--- src/rtl/fifo_rd_stream_pkg.sv ---
// Shared state type, read-latency limits and pointer sizing for the fifo_rd_stream block.
package fifo_rd_stream_pkg;

    typedef enum logic [1:0] {
        ST_HOLD  = 2'd0,
        ST_RUN   = 2'd1,
        ST_FLUSH = 2'd2
    } state_t;

    localparam int RD_LAT_MIN = 1;
    localparam int RD_LAT_MAX = 3;

    // One extra wrap bit lets a full buffer be told apart from an empty one.
    function automatic int ptr_width(input int depth);
        return $clog2(depth) + 1;
    endfunction

endpackage

--- src/rtl/fifo_rd_skid.sv ---
// Circular skid buffer for fifo_rd_stream: push/pop/clear with occupancy output.
module fifo_rd_skid
    import fifo_rd_stream_pkg::*;
#(
    parameter int WIDTH = 9,
    parameter int DEPTH = 4
) (
    input  logic                         clk,
    input  logic                         rst_n,
    input  logic                         clear,
    input  logic                         push,
    input  logic [WIDTH-1:0]             push_data,
    input  logic                         pop,
    output logic [WIDTH-1:0]             head_data,
    output logic [$clog2(DEPTH+1)-1:0]   level
);

    localparam int PW = ptr_width(DEPTH);
    localparam int AW = PW - 1;
    localparam int LW = $clog2(DEPTH + 1);

    logic [PW-1:0]    wr_ptr;
    logic [PW-1:0]    rd_ptr;
    logic [PW-1:0]    ptr_diff;
    logic [WIDTH-1:0] mem [DEPTH];

    assign ptr_diff  = wr_ptr - rd_ptr;
    assign level     = LW'(ptr_diff);
    assign head_data = mem[rd_ptr[AW-1:0]];

    // Storage is reset too so the head word reads as zero straight out of reset.
    always_ff @(posedge clk or negedge rst_n) begin
        if (!rst_n) begin
            wr_ptr <= '0;
            rd_ptr <= '0;
            for (int i = 0; i < DEPTH; i++) begin
                mem[i] <= '0;
            end
        end else if (clear) begin
            wr_ptr <= '0;
            rd_ptr <= '0;
        end else begin
            if (push) begin
                mem[wr_ptr[AW-1:0]] <= push_data;
                wr_ptr              <= wr_ptr + PW'(1);
            end
            if (pop) begin
                rd_ptr <= rd_ptr + PW'(1);
            end
        end
    end

    a_no_overflow: assert property (@(posedge clk) disable iff (!rst_n)
        !(push && !clear && (level == LW'(DEPTH))));

endmodule

--- src/rtl/fifo_rd_stream.sv ---
// Read-side drain controller turning a non-FWFT FIFO read port into a valid/ready stream.
// Define FIFO_RD_STREAM_ERRCNT_EN to add the saturating rderr_cnt read-error counter.
module fifo_rd_stream
    import fifo_rd_stream_pkg::*;
#(
    parameter int WIDTH      = 9,
    parameter int RD_LAT     = 2,
    parameter int SKID_DEPTH = 4,
    parameter int RST_HOLD   = 5
) (
    input  logic                              rd_clk,
    input  logic                              rstn,
    input  logic [WIDTH-1:0]                  fifo_dout,
    input  logic                              fifo_empty,
    input  logic                              fifo_rderr,
    output logic                              fifo_rd_en,
    input  logic                              flush,
    output logic                              m_valid,
    output logic [WIDTH-1:0]                  m_data,
    input  logic                              m_ready,
    output logic [$clog2(SKID_DEPTH+1)-1:0]   level,
`ifdef FIFO_RD_STREAM_ERRCNT_EN
    output logic [15:0]                       rderr_cnt,
`endif
    output logic                              busy
);

    localparam int HW = $clog2(RST_HOLD + 1);
    localparam int CW = $clog2(SKID_DEPTH + RD_LAT + 1);

    if (RD_LAT < RD_LAT_MIN || RD_LAT > RD_LAT_MAX || SKID_DEPTH < RD_LAT + 1 ||
        (SKID_DEPTH & (SKID_DEPTH - 1)) != 0) begin : g_bad_params
        $error("fifo_rd_stream: illegal RD_LAT / SKID_DEPTH combination");
    end

    state_t            state;
    state_t            next_state;
    logic [HW-1:0]     hold_cnt;
    logic              hold_done;
    logic [RD_LAT-1:0] pipe_q;
    logic              ret_valid;
    logic [CW-1:0]     inflight;
    logic [CW-1:0]     occupancy;
    logic              skid_clear;
    logic              skid_push;
    logic              skid_pop;

    assign hold_done = (hold_cnt >= HW'(RST_HOLD - 1));
    assign ret_valid = pipe_q[RD_LAT-1];
    assign inflight  = CW'($countones(pipe_q));
    assign occupancy = inflight + CW'(level);
    assign m_valid   = (level != '0);

    always_ff @(posedge rd_clk or negedge rstn) begin
        if (!rstn) begin
            state <= ST_HOLD;
        end else begin
            state <= next_state;
        end
    end

    always_ff @(posedge rd_clk or negedge rstn) begin
        if (!rstn) begin
            hold_cnt <= '0;
        end else if (state == ST_HOLD) begin
            hold_cnt <= hold_cnt + HW'(1);
        end
    end

    // Each bit marks a read whose data is still travelling through the primitive.
    always_ff @(posedge rd_clk or negedge rstn) begin
        if (!rstn) begin
            pipe_q <= '0;
        end else begin
            pipe_q <= RD_LAT'({pipe_q, fifo_rd_en});
        end
    end

    always_comb begin
        next_state = state;
        unique case (state)
            ST_HOLD:  if (hold_done) next_state = ST_RUN;
            ST_RUN:   if (flush) next_state = ST_FLUSH;
            ST_FLUSH: if (!flush && fifo_empty && (inflight == '0)) next_state = ST_RUN;
            default:  next_state = ST_HOLD;
        endcase
    end

    // Clearing starts on the request cycle so the buffer is already empty once FLUSH is entered.
    always_comb begin
        fifo_rd_en = 1'b0;
        busy       = 1'b1;
        skid_clear = 1'b0;
        skid_push  = 1'b0;
        skid_pop   = 1'b0;
        unique case (state)
            ST_RUN: begin
                busy       = 1'b0;
                fifo_rd_en = !fifo_empty && (occupancy < CW'(SKID_DEPTH));
                skid_clear = flush;
                skid_push  = ret_valid && !flush;
                skid_pop   = m_valid && m_ready && !flush;
            end
            ST_FLUSH: begin
                fifo_rd_en = !fifo_empty;
                skid_clear = 1'b1;
            end
            default: begin
            end
        endcase
    end

    fifo_rd_skid #(
        .WIDTH (WIDTH),
        .DEPTH (SKID_DEPTH)
    ) u_skid (
        .clk       (rd_clk),
        .rst_n     (rstn),
        .clear     (skid_clear),
        .push      (skid_push),
        .push_data (fifo_dout),
        .pop       (skid_pop),
        .head_data (m_data),
        .level     (level)
    );

`ifdef FIFO_RD_STREAM_ERRCNT_EN
    always_ff @(posedge rd_clk or negedge rstn) begin
        if (!rstn) begin
            rderr_cnt <= '0;
        end else if ((state == ST_RUN) && flush) begin
            rderr_cnt <= '0;
        end else if (fifo_rderr && (rderr_cnt != 16'hFFFF)) begin
            rderr_cnt <= rderr_cnt + 16'd1;
        end
    end
`else
    logic unused_rderr;
    assign unused_rderr = fifo_rderr;
`endif

endmodule
--- config.mk ---
export PLATFORM = sky130hd
export DESIGN_NAME = fifo_rd_stream
export DESIGN_NICKNAME = d
export VERILOG_FILES = /design/src/rtl/fifo_rd_stream_pkg.sv /design/src/rtl/fifo_rd_skid.sv /design/src/rtl/fifo_rd_stream.sv
export SDC_FILE = /design/constraint.sdc
export NUM_CORES = 1
export LEC_CHECK = 0
export ABC_CLOCK_PERIOD_IN_PS = 5500
export BUFFER_PORTS_ARGS = -buffer_cell sky130_fd_sc_hd__buf_2
export CAP_MARGIN = 20
export CORE_MARGIN = 2
export CORE_UTILIZATION = 62
export DETAILED_ROUTE_END_ITERATION = 10
export PLACE_DENSITY_LB_ADDON = 0.05
export SYNTH_ARGS = -nofsm -noshare
export SYNTH_HDL_FRONTEND = slang
export SYNTH_SLANG_ARGS = --single-unit
--- constraint.sdc ---
create_clock -name rd_clk -period 5.5 [get_ports rd_clk]
set_clock_uncertainty 0.05 [all_clocks]
set_input_delay 0 -clock rd_clk [delete_from_list [all_inputs] [get_ports rd_clk]]
set_output_delay 0 -clock rd_clk [all_outputs]
set_load 0.01 [all_outputs]
==> results.tsv, run 1 <==
stage	metric	value	unit
synthesis	yosysTopAreaCellShare	49.7	%
floorplan	placementRows	22	
synthesis	syn_inst	173	
worst_setup_path	regToRegStartpoint	u_skid.rd_ptr[0]	
clock_tree	clockRootBuffer	clkbuf_8	
worst_setup_path	crit_buf_inv	2	
worst_setup_path	rr_worst_depth	7	
power	p_leak	1.44	nW
worst_setup_path	worstSetupEndpointType	output pin	
worst_setup_path	crit_family	adder cells	
synthesis	synthXorXnorAreaFrac	2.43	%
timing	relSlewSlack	53.3	%
worst_hold_path	hp-class	in -> async	
power	internal_power	0.821	mW
timing	setup_viol_count_final	0	
cells_and_area	area_growth_syn_to_layout	16.5	%
power	pwr-share-comb	41.9	%
clock_tree	insertion_delay	0.29	ns
timing	fmax	320	MHz
clock_tree	postCtsSetupRepairBufs	0	
synthesis	syn_nets	204	
route	antenna_left	0	
route	vias	1521	
placed_design	routabilityCongestion	0.787	
timing	rsz0062_at_grt	false	
synthesis	synth_compound_area_share	3.14	%
cells_and_area	layout.area.seq	1230	um2
floorplan	io_pins	30	
global_routing	grt_usage	21.8	%
route	drtIter0Drc	69	
clock_tree	cts.path.max_buffers	2	
power	clkPwrFrac	16.4	%
cells_and_area	fin_nets	248	
worst_setup_path	cp-start-kind	register	
timing	finalSetupTns	0	ns
timing	fin_crit_sh	56.9	%
timing	worstMarginPinSlew	0.700	ns
worst_setup_path	worstSetupStartpoint	u_skid.rd_ptr[0]	
floorplan	die_area	4500	um2
synthesis	synthMuxAreaShare	27.6	%
clock_tree	cts_resized	0	
cells_and_area	drive_gt1_share	41.0	%
floorplan	start_util	65.9	%
route	vias_per_cell	5.74	
synthesis	synthesis.area	2470	um2
worst_setup_path	critPathMaxStageDelay	0.80	ns
floorplan	die_h	67.1	um
route	drc	0	
global_routing	grt_pass1_wl	7000	um
worst_setup_path	crit_cells	8	
synthesis	synth.distinct_cells	28	
timing	whs	0.0417	ns
clock_tree	cts_tree	yes	
clock_tree	path_clk_slew	0.08	ns
synthesis	avgSynthCellArea	14.3	um2
worst_setup_path	cp_slowest_cell	dfrtp_1	
route	wl_per_cell	16.5	um
synthesis	yosysSeqAreaShare	49.7	%
worst_setup_path	r2r_slack	2.73	ns
worst_setup_path	path_cells	ha_1 > inv_1 > fa_1 > ha_1 > and3b_1 > or4b_1 > nand3_1 > buf_2	
power	peakVddDrop	0.000264	V
cells_and_area	fillers	246	
route	firstDrtPassIters	6	
cells_and_area	multi_input_area	1170	um2
power	sw_frac_of_total	35.1	%
power	p_seq_share	41.7	%
global_routing	grt_overflow	0	
synthesis	synth_top_family_by_area	multiplexers	
synthesis	synth_area_leader_cell	dfrtp_1	
synthesis	ys_ff_latch	49	
clock_tree	clock-sinks	49	
cells_and_area	diodes	0	
route	totalWireLength	4370	um
global_routing	grt_pass1_vias	1533	
worst_setup_path	crit_top_cell	ha_1	
cells_and_area	post-route-util	76.8	%
floorplan	core-area	3740	um2
outcome	status	finished, final reports clean	
clock_tree	htreeDepth	2	
timing	hold_viol	0	
synthesis	yosysWarnings	0	
synthesis	synthSimpleGateAreaFrac	5.88	%
floorplan	fp.dieW	67.1	um
global_routing	grt_max_degree	50	
worst_setup_path	r2r-end	pipe_q[0]	
placed_design	hpwl	3090	um
synthesis	synth.area.top_cells	dfrtp_1 (50%), mux2_2 (17%), mux4_2 (8.2%), ha_1 (7.6%), inv_1 (2.1%)	
placed_design	place_ws	2.65	ns
synthesis	synthAdderAreaFrac	8.42	%
power	switching_power	0.445	mW
worst_setup_path	required	5.45	ns
power	power.density	440	nW/um2
timing	slew_violations	0	
worst_setup_path	crit_arrival	3.08	ns
timing	layout_setup_ws	2.37	ns
run	maxCapViolCount	0	
timing	period_minus_slack	3.13	ns
clock_tree	cts_buffers	5	
worst_setup_path	crit_type	reg -> out	
global_routing	antenna_found_initial	0	
worst_setup_path	critPathMaxFanout	13	
placed_design	port_buffers	28	
## final cells by class
class                   instances  share of cell area, %
flip-flops and latches         49                   42.7
multi-input cells             106                   40.7
repair buffers                 40                   9.40
clock buffers                   6                   2.87
well taps                      48                   2.09
inverters                      15                   1.96
clock inverters                 1                  0.261
## cells in the mapped netlist, drive strengths merged
cell	number
o21ai	4
a21oi	2
nand4b	1
o211ai	1
nor2b	1
nor2	4
nand3	5
or4b	1
mux2i	5
a211oi	1
xor3	1
nand2	3
xor2	2
a222oi	1
xnor2	2
o21bai	3
mux2	38
ha	15
and3b	3
nand3b	3
inv	15
mux4	9
dfrtp	49
buf	2
fa	1
clkbuf	1
## worst max-delay path by stage
stage            endpoint  slack, ns
6_report       fifo_rd_en       2.37
5_1_grt        fifo_rd_en       2.15
4_1_cts        fifo_rd_en       2.32
3_5_place_dp   fifo_rd_en       2.65
3_3_place_gp   fifo_rd_en       2.69
2_1_floorplan   pipe_q[0]       2.94
## flip-flops by register name, summed over array words and instances, names as in the netlist
| register | cells |
|---|---|
| state | 2 |
| u_skid.wr_ptr | 3 |
| u_skid.rd_ptr | 3 |
| hold_cnt | 3 |
| u_skid.mem | 36 |
| pipe_q | 2 |
## cells by family (layout without fill, tap and decap cells)
group / Yosys count / after routing
mux: 52 / 52
simple gates: 21 / 21
xor+xnor: 5 / 5
flops: 49 / 49
compound gates: 12 / 12
fa+ha+maj: 16 / 16
buf+inv: 18 / 62
## metrics by stage
step,power (mW),std cells,instance area [um2]
final,1.27,265,2870
after detailed placement,1.06,246,2650
after floorplan,0.890,173,2470
after global routing,1.36,265,2870
after global placement,1.03,246,2650
after CTS,1.28,264,2850
## routing by layer
metal	track usage [%]	vias up	share of wire [%]
met3	4.56	7	3.5
li1	-	709	-
met1	28.9	778	46
met4	7.40	0	1.3
met5	0	-	0
met2	35.5	27	50
## layout by cell type (no fill, tap or decap), drive strengths merged, types with 4 or more instances in the layout
master / instances
mux4: 9
dfrtp: 49
mux2i: 5
nand3: 5
buf: 29
o21ai: 4
inv: 15
nor2: 4
dlygate4sd3: 11
ha: 15
mux2: 38
clkbuf: 6
## repair_timing
| action | CTS | global route |
|---|---|---|
| endpoints found under the hold margin | 86 | 0 |
| endpoints found under the setup margin | 0 | 0 |
| hold buffers | 11 | 0 |
## power by group through the flow
stage | logic, mW | clock network [mW] | registers [mW]
2_1_floorplan | 0.396 | 0 | 0.495
5_1_grt | 0.585 | 0.228 | 0.542
3_5_place_dp | 0.525 | 0 | 0.536
3_3_place_gp | 0.498 | 0 | 0.528
6_report | 0.530 | 0.208 | 0.528
4_1_cts | 0.534 | 0.213 | 0.529
Note: power is estimated with default switching activity, not from simulation.
==> run 2, diff against run 1 <==
ABC_CLOCK_PERIOD_IN_PS = 3300   (was 5500)
CORE_UTILIZATION = 57   (was 62)
clock period = 3.3 ns   (was 5.5 ns; I/O delays follow)
==> results.tsv, run 2 (same netlist as run 1, synthesis figures left out) <==
stage	metric	value	unit
clock_tree	postCtsSetupRepairBufs	0	
clock_tree	cts_resized	0	
route	vias_per_cell	5.67	
cells_and_area	post-route-util	71.1	%
placed_design	port_buffers	28	
clock_tree	cts_tree	yes	
cells_and_area	layout_commonest_cell	dfrtp_1	
placed_design	hpwl	3290	um
global_routing	grt_max_degree	50	
worst_setup_path	cp_slowest_cell	fa_1	
worst_setup_path	crit_type	reg -> out	
power	sw_frac_of_total	35.6	%
cells_and_area	drive_gt1_share	41.8	%
power	peakVddDrop	0.000428	V
timing	fmax	353	MHz
global_routing	grt_util_met3	5.09	%
power	p_seq_share	38.5	%
global_routing	met2_usage	36.5	%
placed_design	routabilityCongestion	0.753	
power	switching_power	0.778	mW
worst_setup_path	critPathMaxFanout	4	
worst_setup_path	cp-start-kind	register	
timing	period_minus_slack	2.84	ns
placed_design	place_ws	0.807	ns
route	wl_per_cell	17.5	um
global_routing	grt_overflow	0	
timing	relSlewSlack	67.8	%
clock_tree	insertion_delay	0.31	ns
cells_and_area	final_cell_mix	dfrtp_1 (49), mux2_2 (38), buf_2 (28)	
timing	fin_crit_sh	85.9	%
route	drtIter0Drc	74	
global_routing	grt_usage	22.0	%
global_routing	grt_pass1_vias	1631	
cells_and_area	fin_nets	250	
timing	finalSetupTns	0	ns
timing	slew_violations	0	
global_routing	grt_pass1_wl	8120	um
power	power.density	751	nW/um2
floorplan	io_pins	30	
global_routing	use_met1	27.7	%
power	internal_power	1.41	mW
timing	worstMarginPinSlew	0.483	ns
run	maxCapViolCount	0	
worst_setup_path	worstSetupEndpointType	output pin	
timing	hold_viol	0	
worst_setup_path	path_cells	inv_1 > ha_1 > inv_1 > fa_1 > ha_1 > and3b_1 > or4b_1 > nand3_1 > buf_2	
cells_and_area	area_growth_syn_to_layout	17.8	%
floorplan	fp.dieW	69.8	um
clock_tree	clockRootBuffer	clkbuf_8	
route	vias	1530	
clock_tree	cts_buffers	5	
timing	rsz0062_at_grt	false	
power	clkPwrFrac	18.2	%
clock_tree	path_clk_slew	0.09	ns
worst_setup_path	crit_arrival	2.79	ns
power	p_leak	1.46	nW
cells_and_area	diodes	0	
clock_tree	hold_buffers	11	
power	pwr-share-comb	43.3	%
floorplan	die_area	4870	um2
cells_and_area	largest_reg_flops	36	
floorplan	core-area	4090	um2
global_routing	antenna_found_initial	0	
worst_setup_path	critPathMaxStageDelay	0.48	ns
worst_setup_path	required	3.25	ns
global_routing	busiest_layer	met2	
route	drc	0	
clock_tree	htreeDepth	2	
clock_tree	cts.path.max_buffers	2	
route	totalWireLength	4730	um
floorplan	start_util	60.4	%
worst_hold_path	hp-class	in -> async	
route	firstDrtPassIters	3	
floorplan	placementRows	23	
route	antenna_left	0	
cells_and_area	top_register	u_skid.mem	
power	finalPower	2.18	mW
timing	setup_viol_count_final	0	
timing	layout_setup_ws	0.464	ns
clock_tree	clock-sinks	49	
outcome	status	finished, final reports clean	
floorplan	die_h	69.8	um
-- run 2: cell count changes in the layout (fill, tap and decap cells not counted) --
cell        previous run  this run
clkbuf_8               6         7
buf_4                  0         2
inv_6                  0         1
clkinvlp_4             1         0
-- run 2: worst max-delay path: cells and delay by family, from the launching register on --
family	cells	cell delay [ns]
buf+inv	3	0.33
flops	1	0.45
simple gates	3	0.79
fa+ha+maj	3	0.92
-- run 2: final cells by class --
cell class / count / area, um2
multi-input combinational: 106 / 1170
timing repair buffer: 42 / 285
clock buffer: 7 / 96.3
clock inverter: 1 / 8.76
sequential: 49 / 1230
tap: 50 / 62.6
inverter: 15 / 56.3
fill: 286 / 1180
-- run 2: through the flow --
stage / cells / hold WS, ns / area [um2]
6_report: 270 / 0.00445 / 2910
5_1_grt: 270 / 0.0106 / 2910
4_1_cts: 269 / 0.0340 / 2890
3_5_place_dp: 250 / 0.204 / 2670
3_3_place_gp: 250 / 0.161 / 2670
2_1_floorplan: 173 / -0.346 / 2470
-- run 2: metal layers --
metal	vias to the layer above	routed length, um
met2	25	2430
li1	713	-
met3	13	136
met5	-	0
met1	779	2040
met4	0	124
-- run 2: path summary, 6_finish.rpt --
check | cells past startpoint | startpoint | slack [ns] | to
setup / recovery | 9 | u_skid.wr_ptr[0] | 0.46 | fifo_rd_en
hold / removal | 2 | rstn | 0.004 | u_skid.rd_ptr[0]
setup reg to reg | 8 | u_skid.wr_ptr[0] | 0.85 | pipe_q[0]
hold reg to reg | 0 | pipe_q[0] | 0.41 | pipe_q[1]
max in group asynchronous | 3 | rstn | 2.72 | u_skid.mem[9]
min in group rd_clk | 4 | m_ready | 0.04 | u_skid.rd_ptr[2]
-- run 2: power groups by stage --
| stage | sequential [mW] | clock, mW | combinational [mW] |
|---|---|---|---|
| after floorplan | 0.824 | 0 | 0.660 |
| after global placement | 0.833 | 0 | 0.891 |
| after detailed placement | 0.852 | 0 | 0.942 |
| after CTS | 0.839 | 0.409 | 0.956 |
| after global routing | 0.862 | 0.435 | 1.05 |
| final | 0.841 | 0.397 | 0.945 |
==> run 3, diff against run 2 <==
SYNTH_HIERARCHICAL = 1   (was default)
==> results.tsv, run 3 <==
stage	metric	value	unit
floorplan	fp.dieW	70.1	um
cells_and_area	post-route-util	67.1	%
synthesis	synthArstFlopShare	100	%
power	sw_frac_of_total	33.1	%
floorplan	start_util	58.0	%
worst_setup_path	critPathMaxFanout	4	
route	totalWireLength	4270	um
floorplan	die_h	70.1	um
cells_and_area	top_register	u_skid/mem	
power	internal_power	1.33	mW
synthesis	syn_inst	164	
power	p_leak	1.54	nW
cells_and_area	final_cell_mix	dfrtp_1 (49), mux2_2 (33), buf_2 (28)	
power	clkPwrFrac	17.5	%
placed_design	port_buffers	28	
clock_tree	cts_tree	yes	
route	vias_per_cell	5.61	
route	drc	0	
global_routing	grt_max_degree	50	
timing	finalSetupTns	0	ns
worst_setup_path	r2r_slack	0.74	ns
power	peakVddDrop	0.000326	V
synthesis	synth.distinct_cells	29	
synthesis	yosysSeqAreaShare	49.2	%
route	drtIter0Drc	57	
clock_tree	clock-sinks	49	
synthesis	avgSynthCellArea	15.2	um2
power	power.density	692	nW/um2
power	p_seq_share	41.8	%
synthesis	synthesis.area	2490	um2
worst_hold_path	hp-class	in -> async	
cells_and_area	fin_nets	238	
timing	setup_viol_count_final	0	
power	switching_power	0.660	mW
synthesis	ys_ff_latch	49	
route	vias	1459	
worst_setup_path	r2r-end	u_skid/rd_ptr[2]	
clock_tree	path_clk_slew	0.08	ns
timing	worstMarginPinSlew	0.724	ns
worst_setup_path	critPathMaxStageDelay	0.43	ns
worst_setup_path	worstSetupStartpoint	u_skid/wr_ptr[0]	
cells_and_area	largest_reg_flops	36	
cells_and_area	area_growth_syn_to_layout	15.7	%
route	antenna_left	0	
clock_tree	insertion_delay	0.29	ns
outcome	status	finished, final reports clean	
timing	slew_violations	0	
global_routing	grt_pass1_vias	1598	
worst_setup_path	regToRegStartpoint	u_skid/wr_ptr[0]	
clock_tree	clockRootBuffer	clkbuf_8	
cells_and_area	drive_gt1_share	43.3	%
worst_setup_path	worstSetupEndpointType	register	
synthesis	synth.area.top_cells	dfrtp_1 (49%), mux2_2 (15%), mux4_2 (8.1%), ha_1 (7.0%), nand3b_4 (4.0%)	
synthesis	synth_edf_count	0	
floorplan	placementRows	24	
placed_design	routabilityCongestion	0.877	
synthesis	yosysWarnings	6	
worst_setup_path	crit_type	reg -> reg	
synthesis	synth.most_common_cell	dfrtp_1	
synthesis	yosysTopAreaCellShare	49.2	%
clock_tree	postCtsSetupRepairBufs	0	
worst_setup_path	crit_arrival	2.72	ns
clock_tree	htreeDepth	2	
floorplan	core-area	4290	um2
clock_tree	cts.path.max_buffers	2	
timing	rsz0062_at_grt	false	
global_routing	grt_overflow	0	
synthesis	synth_area_leader_cell	dfrtp_1	
worst_setup_path	rr_worst_depth	9	
run	maxCapViolCount	0	
timing	period_minus_slack	2.56	ns
global_routing	grt_pass1_wl	7430	um
worst_setup_path	path_cells	inv_1 > ha_1 > fa_1 > xnor2_1 > xnor2_1 > or3_1 > and3_2 > a21bo_2 > a21oi_1	
timing	relSlewSlack	51.6	%
timing	hold_viol	0	
synthesis	ys.flop_type	dfrtp_1	
route	firstDrtPassIters	4	
worst_setup_path	crit_top_cell	xnor2_1	
placed_design	hpwl	3020	um
global_routing	antenna_found_initial	0	
worst_setup_path	cp_slowest_cell	dfrtp_1	
worst_setup_path	required	3.46	ns
global_routing	grt_usage	19.5	%
synthesis	ys_top_cells_by_count	dfrtp_1 (49), mux2_2 (33), ha_1 (14)	
floorplan	die_area	4920	um2
route	wl_per_cell	16.4	um
power	pwr-share-comb	40.7	%
floorplan	io_pins	30	
synthesis	syn_nets	194	
cells_and_area	layout_commonest_cell	dfrtp_1	
timing	fin_crit_sh	77.4	%
timing	fmax	391	MHz
clock_tree	cts_buffers	5	
cells_and_area	diodes	0	
worst_setup_path	cp-start-kind	register	
[run 3: cell count changes after synthesis, sizes merged, moves of 2 or more]
cell    previous run  this run
and3b              3         0
nand3              5         0
o21ai              4         0
a21bo              0         2
o21bai             3         1
xnor2              2         5
buf                2         4
nand3b             3         8
inv               15        10
[run 3: layout make-up]
cell class / count / area [um2]
flip-flops and latches: 49 / 1230
clock inverters: 1 / 7.51
repair buffers: 41 / 275
well taps: 52 / 65.1
fillers: 316 / 1410
clock buffers: 6 / 82.6
inverters: 10 / 37.5
multi-input cells: 101 / 1190
[run 3: repair_timing]
item,in CTS,in global routing
endpoints found under the setup margin,0,0
endpoints found under the hold margin,85,0
resized for setup,0,0
hold buffers,10,0
[run 3: power groups by stage]
stage	Sequential, mW	Clock (mW)	Combinational (mW)
final	0.833	0.349	0.812
after global routing	0.855	0.385	0.905
after CTS	0.835	0.364	0.826
after detailed placement	0.846	0	0.815
after global placement	0.834	0	0.775
after floorplan	0.805	0	0.628
[run 3: cell families after synthesis]
kind of cell	after synthesis	synth area share, %
mux	50	26.5
flops	49	49.2
simple gates	21	7.99
fa+ha+maj	15	7.84
buf+inv	14	3.06
compound gates	9	3.32
xor+xnor	6	2.11
[run 3: through the flow]
stage | total power, mW | cells | cell area (um2) | hold WS [ns] | worst slack (ns)
2_1_floorplan | 1.43 | 164 | 2490 | -0.346 | 0.809
3_3_place_gp | 1.61 | 242 | 2670 | 0.161 | 0.822
3_5_place_dp | 1.66 | 242 | 2670 | 0.198 | 0.753
4_1_cts | 2.02 | 259 | 2860 | 0.0598 | 0.736
5_1_grt | 2.14 | 260 | 2880 | 0.0198 | 0.609
6_report | 1.99 | 260 | 2880 | 0.0214 | 0.744
[run 3: worst max-delay path: cells and delay by family (launching register included)]
kind	cells	cell delay (ns)
simple gates	2	0.62
fa+ha+maj	2	0.60
flops	1	0.43
compound gates	2	0.35
xor+xnor	2	0.33
buf+inv	1	0.11
[run 3: how the worst max path moves through the flow]
| stage | end | slack [ns] | cells past startpoint |
|---|---|---|---|
| 2_1_floorplan | u_skid/rd_ptr[2] | 0.81 | 9 |
| 3_3_place_gp | u_skid/rd_ptr[2] | 0.82 | 7 |
| 3_5_place_dp | u_skid/rd_ptr[2] | 0.75 | 9 |
| 4_1_cts | u_skid/rd_ptr[2] | 0.74 | 9 |
| 5_1_grt | u_skid/rd_ptr[2] | 0.61 | 9 |
| 6_report | u_skid/rd_ptr[2] | 0.74 | 9 |
[run 3: layer usage]
layer / vias to the layer above / track usage, % / share of wire (%)
met5: - / 0 / 0
met4: 0 / 5.34 / 0.75
met3: 4 / 4.91 / 4.5
met2: 25 / 34.4 / 52
met1: 747 / 23.9 / 42
li1: 683 / - / -
